$ cat src/rtl/ram_fifo_pkg.sv
// Shared constants for the RAM-backed FIFO controller: geometry of the
// 16x8 single-port RAM and the encodings of the fetch state machine.
package ram_fifo_pkg;

  localparam int DATA_W = 8;
  localparam int ADDR_W = 4;
  localparam int DEPTH  = 1 << ADDR_W;

  // Fetch FSM: IDLE may launch a RAM read, WAIT captures the read data.
  localparam logic [0:0] ST_IDLE = 1'b0;
  localparam logic [0:0] ST_WAIT = 1'b1;

endpackage

$ cat src/rtl/ram_fifo_ctrl.sv
// FIFO controller in front of a single-port RAM with a registered read.
// Reads (fetches into the output register) take priority over writes on the
// shared RAM port; the output register adds one word of capacity on top of
// the RAM, for 17 words in total.
module ram_fifo_ctrl
  import ram_fifo_pkg::*;
#(
  parameter int DATA_W = ram_fifo_pkg::DATA_W,
  parameter int ADDR_W = ram_fifo_pkg::ADDR_W
) (
  input  logic              clk,
  input  logic              rst,
  input  logic              in_valid,
  output logic              in_ready,
  input  logic [DATA_W-1:0] in_data,
  output logic              out_valid,
  input  logic              out_ready,
  output logic [DATA_W-1:0] out_data,
  output logic [ADDR_W:0]   count,
  output logic              full,
  output logic              empty,
  output logic              ram_we,
  output logic [ADDR_W-1:0] ram_addr,
  output logic [DATA_W-1:0] ram_din,
  input  logic [DATA_W-1:0] ram_dout
);

  localparam logic [ADDR_W:0] DEPTH_CNT = (ADDR_W + 1)'(1 << ADDR_W);

  logic [ADDR_W-1:0] wr_ptr_q, wr_ptr_d;
  logic [ADDR_W-1:0] rd_ptr_q, rd_ptr_d;
  logic [ADDR_W:0]   count_q, count_d;
  logic [0:0]        state_q, state_d;
  logic              out_valid_q, out_valid_d;
  logic [DATA_W-1:0] out_data_q, out_data_d;
  logic              fetch;
  logic              wr_en;

  // Status flags come from registers only, never from the stream handshakes.
  assign count     = count_q;
  assign full      = (count_q == DEPTH_CNT);
  assign empty     = (count_q == '0) && (state_q == ST_IDLE) && !out_valid_q;
  assign out_valid = out_valid_q;
  assign out_data  = out_data_q;
  assign ram_din   = in_data;

  // Port arbitration and next-state computation for pointers, count, FSM and
  // the output register.
  always_comb begin
    // NOTE: every signal assigned here gets a default first, so no path
    // leaves it unassigned and no latch is inferred.
    wr_ptr_d    = wr_ptr_q;
    rd_ptr_d    = rd_ptr_q;
    count_d     = count_q;
    state_d     = state_q;
    out_valid_d = out_valid_q;
    out_data_d  = out_data_q;

    // A fetch is launched only from IDLE, when a word is resident and the
    // output register is free or being emptied this cycle.
    fetch    = !rst && (state_q == ST_IDLE) && (count_q != '0) &&
               (!out_valid_q || out_ready);
    // Reads own the port in fetch cycles; in_ready never looks at in_valid.
    in_ready = !rst && !full && !fetch;
    wr_en    = in_valid && in_ready;

    ram_we   = wr_en;
    ram_addr = rst ? '0 : (fetch ? rd_ptr_q : wr_ptr_q);

    if (fetch) begin
      rd_ptr_d = rd_ptr_q + 1'b1;
      count_d  = count_q - 1'b1;
      state_d  = ST_WAIT;
    end else if (wr_en) begin
      wr_ptr_d = wr_ptr_q + 1'b1;
      count_d  = count_q + 1'b1;
    end

    if (state_q == ST_WAIT) begin
      // The RAM read launched last cycle is valid now; a pop of the old word
      // in this same cycle is superseded by the new capture.
      state_d     = ST_IDLE;
      out_valid_d = 1'b1;
      out_data_d  = ram_dout;
    end else if (out_valid_q && out_ready) begin
      out_valid_d = 1'b0;
    end
  end

  // State registers with synchronous reset; RAM contents are untouched and
  // any in-flight fetch is dropped.
  always_ff @(posedge clk) begin
    // NOTE: sequential state uses non-blocking assignments so every flop
    // samples its _d value from before this edge.
    if (rst) begin
      wr_ptr_q    <= '0;
      rd_ptr_q    <= '0;
      count_q     <= '0;
      state_q     <= ST_IDLE;
      out_valid_q <= 1'b0;
      out_data_q  <= '0;
    end else begin
      wr_ptr_q    <= wr_ptr_d;
      rd_ptr_q    <= rd_ptr_d;
      count_q     <= count_d;
      state_q     <= state_d;
      out_valid_q <= out_valid_d;
      out_data_q  <= out_data_d;
    end
  end

endmodule

$ cat config.mk
export PLATFORM = sky130hd
export DESIGN_NAME = ram_fifo_ctrl
export DESIGN_NICKNAME = d
export VERILOG_FILES = /design/src/rtl/ram_fifo_pkg.sv /design/src/rtl/ram_fifo_ctrl.sv
export SDC_FILE = /design/constraint.sdc
export NUM_CORES = 1
export LEC_CHECK = 0
export ABC_AREA = 1
export BUFFER_PORTS_ARGS = -buffer_cell sky130_fd_sc_hd__buf_2
export CAP_MARGIN = 10
export CORE_MARGIN = 4
export CORE_UTILIZATION = 43
export CTS_CLUSTER_SIZE = 24
export DETAILED_ROUTE_END_ITERATION = 8
export GPL_ROUTABILITY_DRIVEN = 0
export PLACE_DENSITY = 0.74
export SLEW_MARGIN = 20
export SYNTH_ARGS = -nofsm -noshare
export SYNTH_HDL_FRONTEND = slang
export SYNTH_SLANG_ARGS = --single-unit
export TNS_END_PERCENT = 1
$ cat constraint.sdc
create_clock -name clk -period 1.6 [get_ports clk]
set_input_delay 0.08 -clock clk [delete_from_list [all_inputs] [get_ports clk]]
set_output_delay 0.08 -clock clk [all_outputs]
set_load 0.1 [all_outputs]
== Yosys cells after proc, flatten, opt, wreduce, memory -nomap -nowiden ==
Cells that the tools add are included.

* Word-level logic and storage cells: 40
* Flip-flop bits (word level): 23
* Input port bits: 20
* Output and inout bits: 30

* Muxes and demuxes: 7
* Reductions and logical operators: 20
* Bitwise logic cells: 2
* Equal/unequal tests: 1
* Add/subtract/negate cells: 4

{| class="wikitable"
|+ Operators with widths
! kind !! number
|-
| two-way mux 5 bit || 2
|-
| logical AND 1 bit || 9
|-
| adder 4 x 1 -> 4 bit, second input constant || 2
|-
| two-way mux 4 bit || 2
|-
| adder 5 x 1 -> 5 bit, second input constant || 1
|-
| equality test 5 bit, second input constant || 1
|-
| logical NOT 5 bit || 1
|-
| nonzero test 5 bit || 1
|-
| subtractor 5 x 1 -> 5 bit, second input constant || 1
|-
| logical NOT 1 bit || 4
|-
| nonzero test 2 bit || 2
|-
| two-way mux 1 bit || 3
|-
| NOT 1 bit || 2
|-
| AND reduction 2 bit || 1
|-
| OR reduction 2 bit || 1
|-
| logical OR 1 bit || 1
|}

== Logic depth before layout (Yosys ltp) ==
Gate-level depths: netlist of the first run.

* Depth in word-level cells: 9
* Gate-level depth with buffers: 17

== Least setup slack after synthesis of the first run ==
No wires, ideal clock.

* Path kind: register to output
* Start: register out_valid_q (netlist: out_valid)
* End: output port ram_addr[0]
* Cell stages (with the launch flop): 8
* Data arrival time: 3.944 ns
* Required time: 1.520 ns
* Setup slack: -2.424 ns
* Cells stage by stage: dfxtp_1 > nand2_1 > nand2_4 > nor2_8 > nand2_4 > buf_2 > nor2_1 > a211oi_1

* Longest elaborated chain between the ends: 5

{| class="wikitable"
|+ Ends and longest elaborated chain
! element !! line !! RTL
|-
| start: declaration || ram_fifo_ctrl.sv:34 || <nowiki>logic out_valid_q, out_valid_d;</nowiki>
|-
| start signal: assignment || ram_fifo_ctrl.sv:107 || <nowiki>out_valid_q <= out_valid_d;</nowiki>
|-
| logical NOT 1 bit || ram_fifo_ctrl.sv:62 || <nowiki>(!out_valid_q || out_ready);</nowiki>
|-
| logical OR 1 bit || ram_fifo_ctrl.sv:62 ||
|-
| logical AND 1 bit || ram_fifo_ctrl.sv:61 || <nowiki>fetch = !rst && (state_q == ST_IDLE) && (count_q != '0) &&</nowiki>
|-
| two-way mux 4 bit (2 in a row) || ram_fifo_ctrl.sv:68 || <nowiki>ram_addr = rst ? '0 : (fetch ? rd_ptr_q : wr_ptr_q);</nowiki>
|-
| end: declaration || ram_fifo_ctrl.sv:23 || <nowiki>output logic [ADDR_W-1:0] ram_addr,</nowiki>
|}

No other way between the ends.

== Final worst setup path of the first run ==
* Start: register count_q[3] (netlist: count[3])
* End: output port ram_addr[0]

* Longest elaborated chain between the ends: 5

{| class="wikitable"
|+ Ends and longest elaborated chain
! element !! line !! RTL
|-
| start: declaration || ram_fifo_ctrl.sv:32 || <nowiki>logic [ADDR_W:0] count_q, count_d;</nowiki>
|-
| start signal: assignment || ram_fifo_ctrl.sv:105 || <nowiki>count_q <= count_d;</nowiki>
|-
| nonzero test 5 bit || ram_fifo_ctrl.sv:61 ||
|-
| logical AND 1 bit (2 in a row) || ram_fifo_ctrl.sv:61 ||
|-
| two-way mux 4 bit (2 in a row) || ram_fifo_ctrl.sv:68 ||
|}

No other way between the ends.

==> impl_metrics.py, run 1 <==
metrics = {
    "status": {
        "status": "complete, but fails checks",
        "violations": "negative setup slack",
    },
    "worst_setup_path": {
        "slowest_delay_ns": 0.38,
        "reg2reg_to": "count[4]",
        "crit_path_start_kind": "register",
        "crit_required_ns": 1.52,
        "crit_path_end_kind": "output pin",
        "r2r_start": "count[3]",
        "worst-path-max-fanout": 5,
        "startpoint": "count[3]",
        "path_depth": 8,
        "r2r_cells": 15,
        "crit_slowest_cell": "dfxtp_4",
        "crit_chain": "nor2_4 -> nand3_4 -> nand2_4 -> buf_8 -> buf_6 -> nor2_2 -> a211oi_4 -> buf_12",
        "arrival_ns": 1.70,
        "worstSetupPathType": "register to output pin",
        "critPathBufInv": 3,
        "r2r_setup_slack_ns": -0.16,
        "crit_family": "buffers and inverters",
    },
    "drt": {
        "first_pass_iters": 4,
        "viasPerCell": 5.01,
        "via_count": 1323,
        "route.detailed.drc": 0,
        "finalWirelength_um": 3390,
        "drt_iter0_drc": 35,
        "wl_per_cell_um": 12.8,
        "ant_nets": 0,
    },
    "synthesis": {
        "synth_warnings": 0,
        "synth-compound-area-share_pct": 14.8,
        "ys_ff_latch": 23,
        "syn_area_um2": 1300,
        "synthAdderAreaFrac_pct": 3.84,
        "yosysSeqAreaShare_pct": 35.3,
        "synthCells": 174,
        "synth_top_family_by_area": "simple AND/OR/NAND/NOR gates",
        "synthMuxAreaShare_pct": 0,
        "ys_types": 31,
        "synth_enable_flop_cells": 0,
        "yosys_most_used_dff": "dfxtp_1",
        "synth_xor_area_share_pct": 0.672,
        "async_flop_share_pct": 0,
        "synth-simple-area-share_pct": 29.8,
        "syn_nets": 198,
        "syn_area_per_cell_um2": 7.49,
    },
    "floorplanning": {
        "die_area_um2": 3980,
        "num_rows": 19,
        "die_x_um": 63.1,
        "coreArea_um2": 2830,
        "fp.dieH_um": 63.1,
        "start_util_pct": 46.1,
        "pin_count": 50,
    },
    "timing": {
        "fmax_mhz": 561,
        "finalCriticalPeriod_ns": 1.78,
        "rsz0062_at_grt": "true",
        "worst_slew_pin_slew_ns": 0.497,
        "hold_violations": 0,
        "drv_slew": 0,
        "fin_crit_sh_pct": 111,
        "fin_skew_ns": 0.00506,
        "setup_ws_ns": -0.183,
        "setup-violations-final": 8,
        "slew_headroom_pct": 67.1,
    },
    "placed_design": {
        "port-buffer-count": 33,
        "dp_hpwl_um": 2470,
        "dp.cells": 247,
    },
    "final_layout": {
        "multiInputGateArea_um2": 733,
        "fin_cells": 264,
        "syn_to_final_growth_pct": 51.9,
        "regArea_um2": 483,
        "num-fill-cells": 232,
        "diodes": 0,
        "drive_above_1_share_pct": 43.8,
        "post-route-util_pct": 70.0,
        "final_cell_mix": "25 x buf_2, 22 x nand2_1, 21 x inv_1, 21 x buf_4",
        "final_nets": 258,
        "final_common_cell": "buf_2",
    },
    "global_routing": {
        "grt.total_usage_pct": 17.6,
        "grt_pass1_wl_um": 5640,
        "grt-ovfl-total": 0,
        "antenna_found_initial": 0,
        "grt_max_degree": 15,
        "first_global_vias": 1299,
    },
    "cts": {
        "clk_pin_slew_ns": 0.14,
        "clk_latency_ns": 0.32,
        "cts_buffers": 3,
        "htree_levels": 1,
        "cts_tree": "done",
        "cts_root_buf": "clkbuf_4",
        "cts_sinks": 23,
        "cts_buffer_depth": 2,
    },
    "hold_path": {
        "whs_path_depth": 4,
        "min_path_type": "input pin to register",
        "hp-start": "out_ready",
        "hold_end": "out_valid",
    },
    "job": {
        "cap_viol_max_count": 0,
    },
}
==> cell usage after synthesis, types with 2 or more instances <==
cell | number | share of area, %
a21oi_1 | 12 | 4.6
buf_2 | 2 | 0.77
buf_4 | 8 | 4.6
dfxtp_1 | 23 | 35
ha_1 | 4 | 3.8
inv_1 | 24 | 6.9
inv_2 | 2 | 0.58
inv_4 | 2 | 0.96
nand2_1 | 25 | 7.2
nand2_2 | 2 | 0.96
nand2_4 | 3 | 2.6
nand3_1 | 8 | 3.1
nand3_2 | 2 | 1.5
nor2_1 | 18 | 5.2
nor2_2 | 3 | 1.4
nor2_8 | 2 | 3.1
nor3_1 | 2 | 0.77
o21ai_0 | 13 | 5.0
o21ai_1 | 5 | 1.9
o22ai_1 | 3 | 1.4
==> state kept, by name (all words and copies together) (netlist names) <==
name       cells
wr_ptr_q       4
state_q        1
rd_ptr_q       4
out_data       8
out_valid      1
count          5
==> worst max-delay path by stage <==
stage | to | slack [ns]
after floorplan | ram_addr[0] | -0.39
after global placement | count[2] | 0.03
after detailed placement | count[4] | -0.03
after CTS | ram_addr[0] | -0.23
after global routing | ram_addr[0] | -0.28
final | ram_addr[0] | -0.18
==> cell type report <==
type	instances	share of cell area, %
clock buffers	3	1.14
clock inverters	1	0.316
inverters	29	6.38
multi-input cells	110	37.0
flip-flops and latches	23	24.4
well taps	31	1.96
repair buffers	67	28.8
==> metrics by stage <==
step / area (µm²) / hold WS, ns / setup slack, ns / TNS (ns)
2_1_floorplan: 1420 / 0.215 / -0.394 / -3.74
3_3_place_gp: 1790 / 0.161 / 0.0316 / 0
3_5_place_dp: 1790 / 0.161 / -0.0293 / -0.0458
4_1_cts: 1950 / 0.0438 / -0.226 / -1.41
5_1_grt: 1980 / 0.0536 / -0.284 / -1.87
6_report: 1980 / 0.0493 / -0.183 / -1.00
==> metal layers <==
metal / up-vias / GRT usage, % / part of all wire [%]
met4: 0 / 4.41 / 0.47
met3: 2 / 4.80 / 6.6
met1: 608 / 19.6 / 41
met5: - / 0 / 0
met2: 47 / 32.7 / 52
li1: 666 / - / -
==> cell families after synthesis <==
| logic type | Yosys count |
|---|---|
| XOR/XNOR | 1 |
| flip-flops | 23 |
| AO/OA/AOI/OAI | 36 |
| adder cells (fa/ha/maj) | 4 |
| buffers and inverters | 41 |
| AND/OR/NAND/NOR | 69 |
==> worst min-delay path: stages <==
cell and delay (ns):
buf_2 0.07, inv_1 0.06, nand2_4 0.08, a21oi_1 0.05
==> timing repair <==
item                       4_1_cts  5_1_grt
cloned                           0        0
gates resized for setup          5        8
setup buffers                    4        1
pin swaps                        6        7
hold endpoints to repair         8        0
setup endpoints to repair        8       15
hold buffers                     8        0
Power of run 1 is left out: the tool's default activity adds up to more than one toggle a clock period on the data nets, which glitch-free logic cannot reach.
==> inputs of run 2 (changes only) <==
--- a/config.mk
+++ b/config.mk
@@ -9,11 +9,11 @@
 export BUFFER_PORTS_ARGS = -buffer_cell sky130_fd_sc_hd__buf_2
 export CAP_MARGIN = 10
 export CORE_MARGIN = 4
-export CORE_UTILIZATION = 43
+export CORE_UTILIZATION = 40
 export CTS_CLUSTER_SIZE = 24
 export DETAILED_ROUTE_END_ITERATION = 8
 export GPL_ROUTABILITY_DRIVEN = 0
-export PLACE_DENSITY = 0.74
+export PLACE_DENSITY = 0.7
 export SLEW_MARGIN = 20
 export SYNTH_ARGS = -nofsm -noshare
 export SYNTH_HDL_FRONTEND = slang
==> run 2 against run 1 <==
  * The run still ends with negative setup slack left
  * Cell area is 3.4% higher
  * Critical path depth decreased by 1
  * Cell count is 4.9% higher
  * Wire length decreased by 2.6%
  * Global-route usage is 1.1 points lower
  * Via count fell by 0.30%
  * Flip-flop and latch count stayed put
  * Worst setup slack gained 0.059 ns
  * Clock-buffer cell count up 1
  * Worst hold slack about the same
  * Clock skew shrank 0.00078 ns
  * Critical path type unchanged
==> impl_metrics.py, run 2 (same netlist as run 1, synthesis figures left out) <==
metrics = {
    "final_layout": {
        "diodes": 0,
        "syn_to_final_growth_pct": 57.1,
        "final_common_cell": "buf_2",
        "drive_above_1_share_pct": 45.9,
        "final_nets": 258,
        "final_cell_mix": "26 x buf_2, 22 x inv_1, 20 x nand2_1, 20 x buf_4, 17 x nor2_1",
        "largest_reg_flops": 8,
    },
    "global_routing": {
        "grt_max_degree": 13,
        "grt_pass1_wl_um": 5510,
        "antenna_found_initial": 0,
        "grt-ovfl-total": 0,
        "first_global_vias": 1246,
        "grt.total_usage_pct": 16.5,
    },
    "cts": {
        "cts_buffers": 3,
        "cts_root_buf": "clkbuf_4",
        "htree_levels": 1,
        "cts_sinks": 23,
        "clk_pin_slew_ns": 0.13,
        "cts_tree": "done",
        "clk_latency_ns": 0.31,
        "cts_buffer_depth": 2,
    },
    "drt": {
        "viasPerCell": 4.76,
        "via_count": 1319,
        "first_pass_iters": 4,
        "drt_iter0_drc": 29,
        "route.detailed.drc": 0,
        "ant_nets": 0,
        "finalWirelength_um": 3300,
        "wl_per_cell_um": 11.9,
    },
    "hold_path": {
        "hold_end": "out_valid",
        "whs_path_depth": 4,
        "hp-start": "out_ready",
        "min_path_type": "input pin to register",
    },
    "timing": {
        "hold_violations": 0,
        "drv_slew": 0,
        "fin_skew_ns": 0.00427,
        "worst_slew_pin_slew_ns": 0.492,
        "setup-violations-final": 8,
        "fin_crit_sh_pct": 108,
        "finalCriticalPeriod_ns": 1.72,
        "setup_ws_ns": -0.124,
        "slew_headroom_pct": 67.4,
        "fmax_mhz": 580,
        "tns_ns": -0.670,
        "rsz0062_at_grt": "true",
        "fin_hold_ws_ns": 0.0492,
    },
    "floorplanning": {
        "start_util_pct": 42.4,
        "coreArea_um2": 3080,
        "pin_count": 50,
        "die_area_um2": 4240,
        "fp.dieH_um": 65.1,
        "die_x_um": 65.1,
        "num_rows": 20,
    },
    "worst_setup_path": {
        "worstSetupPathType": "register to output pin",
        "r2r_start": "count[3]",
        "startpoint": "count[3]",
        "arrival_ns": 1.64,
        "crit_path_start_kind": "register",
        "worst-path-max-fanout": 5,
        "crit_required_ns": 1.52,
        "reg2reg_to": "count[4]",
        "slowest_delay_ns": 0.38,
        "crit_path_end_kind": "output pin",
        "r2r_setup_slack_ns": -0.04,
        "crit_slowest_cell": "dfxtp_4",
        "critPathBufInv": 2,
        "crit_family": "simple AND/OR/NAND/NOR gates",
        "r2r_cells": 12,
        "crit_chain": "nor2_4 -> nand3_4 -> nand2_4 -> buf_8 -> nor2_2 -> a211oi_4 -> buf_12",
    },
    "placed_design": {
        "place_ws_ns": -0.0243,
        "port-buffer-count": 33,
        "dp_hpwl_um": 2340,
    },
    "status": {
        "status": "complete, but fails checks",
        "violations": "negative setup slack",
    },
    "job": {
        "cap_viol_max_count": 0,
    },
}
## run 2: layer usage
layer | wire [µm] | track usage, % | vias up | part of all wire [%]
met2 | 1640 | 26.4 | 42 | 50
met1 | 1440 | 21.8 | 599 | 43
met3 | 192 | 3.59 | 6 | 5.8
met4 | 38 | 5.70 | 0 | 1.2
li1 | - | - | 672 | -
met5 | 0 | 0 | - | 0
## run 2: worst max path at each step
stage                       end  depth (start not counted)
floorplan           ram_addr[0]                          7
global placement       count[4]                         13
detailed placement     count[4]                         15
CTS                 ram_addr[2]                          8
global route           count[4]                         14
finish              ram_addr[0]                          7
## run 2: timing repair
item                                    4_1_cts  5_1_grt
buffers inserted                              6        0
hold buffers                                  8        0
endpoints found under the hold margin         8        0
endpoints found under the setup margin        8       16
gates resized for setup                       7       19
pin swaps                                    10        6
## run 2: through the flow
stage,std cells,instance area [µm²],util (%)
2_1_floorplan,174,1420,-
3_3_place_gp,259,1800,58.6
3_5_place_dp,259,1800,58.6
4_1_cts,277,1980,64.3
5_1_grt,277,2050,66.5
6_report,277,2050,66.5
## run 2: final cells by class
class                   count  area, µm²
clock buffers               4       26.3
fillers                   252       1030
inverters                  29        129
multi-input cells         110        778
flip-flops and latches     23        484
well taps                  44       55.1
repair buffers             67        576
## run 2: worst register-to-register path, stage by stage, from the launching register on
cell and delay, ns:
dfxtp_4 0.38, nor2_4 0.13, nand3_4 0.11, nand2_4 0.11
inv_4 0.04, ha_1 0.30, inv_2 0.05, o21ai_0 0.14
inv_1 0.05, nand3_1 0.07, nand2_1 0.05, nand2_1 0.05
a21oi_1 0.05
Power of run 2 is left out for the same reason.
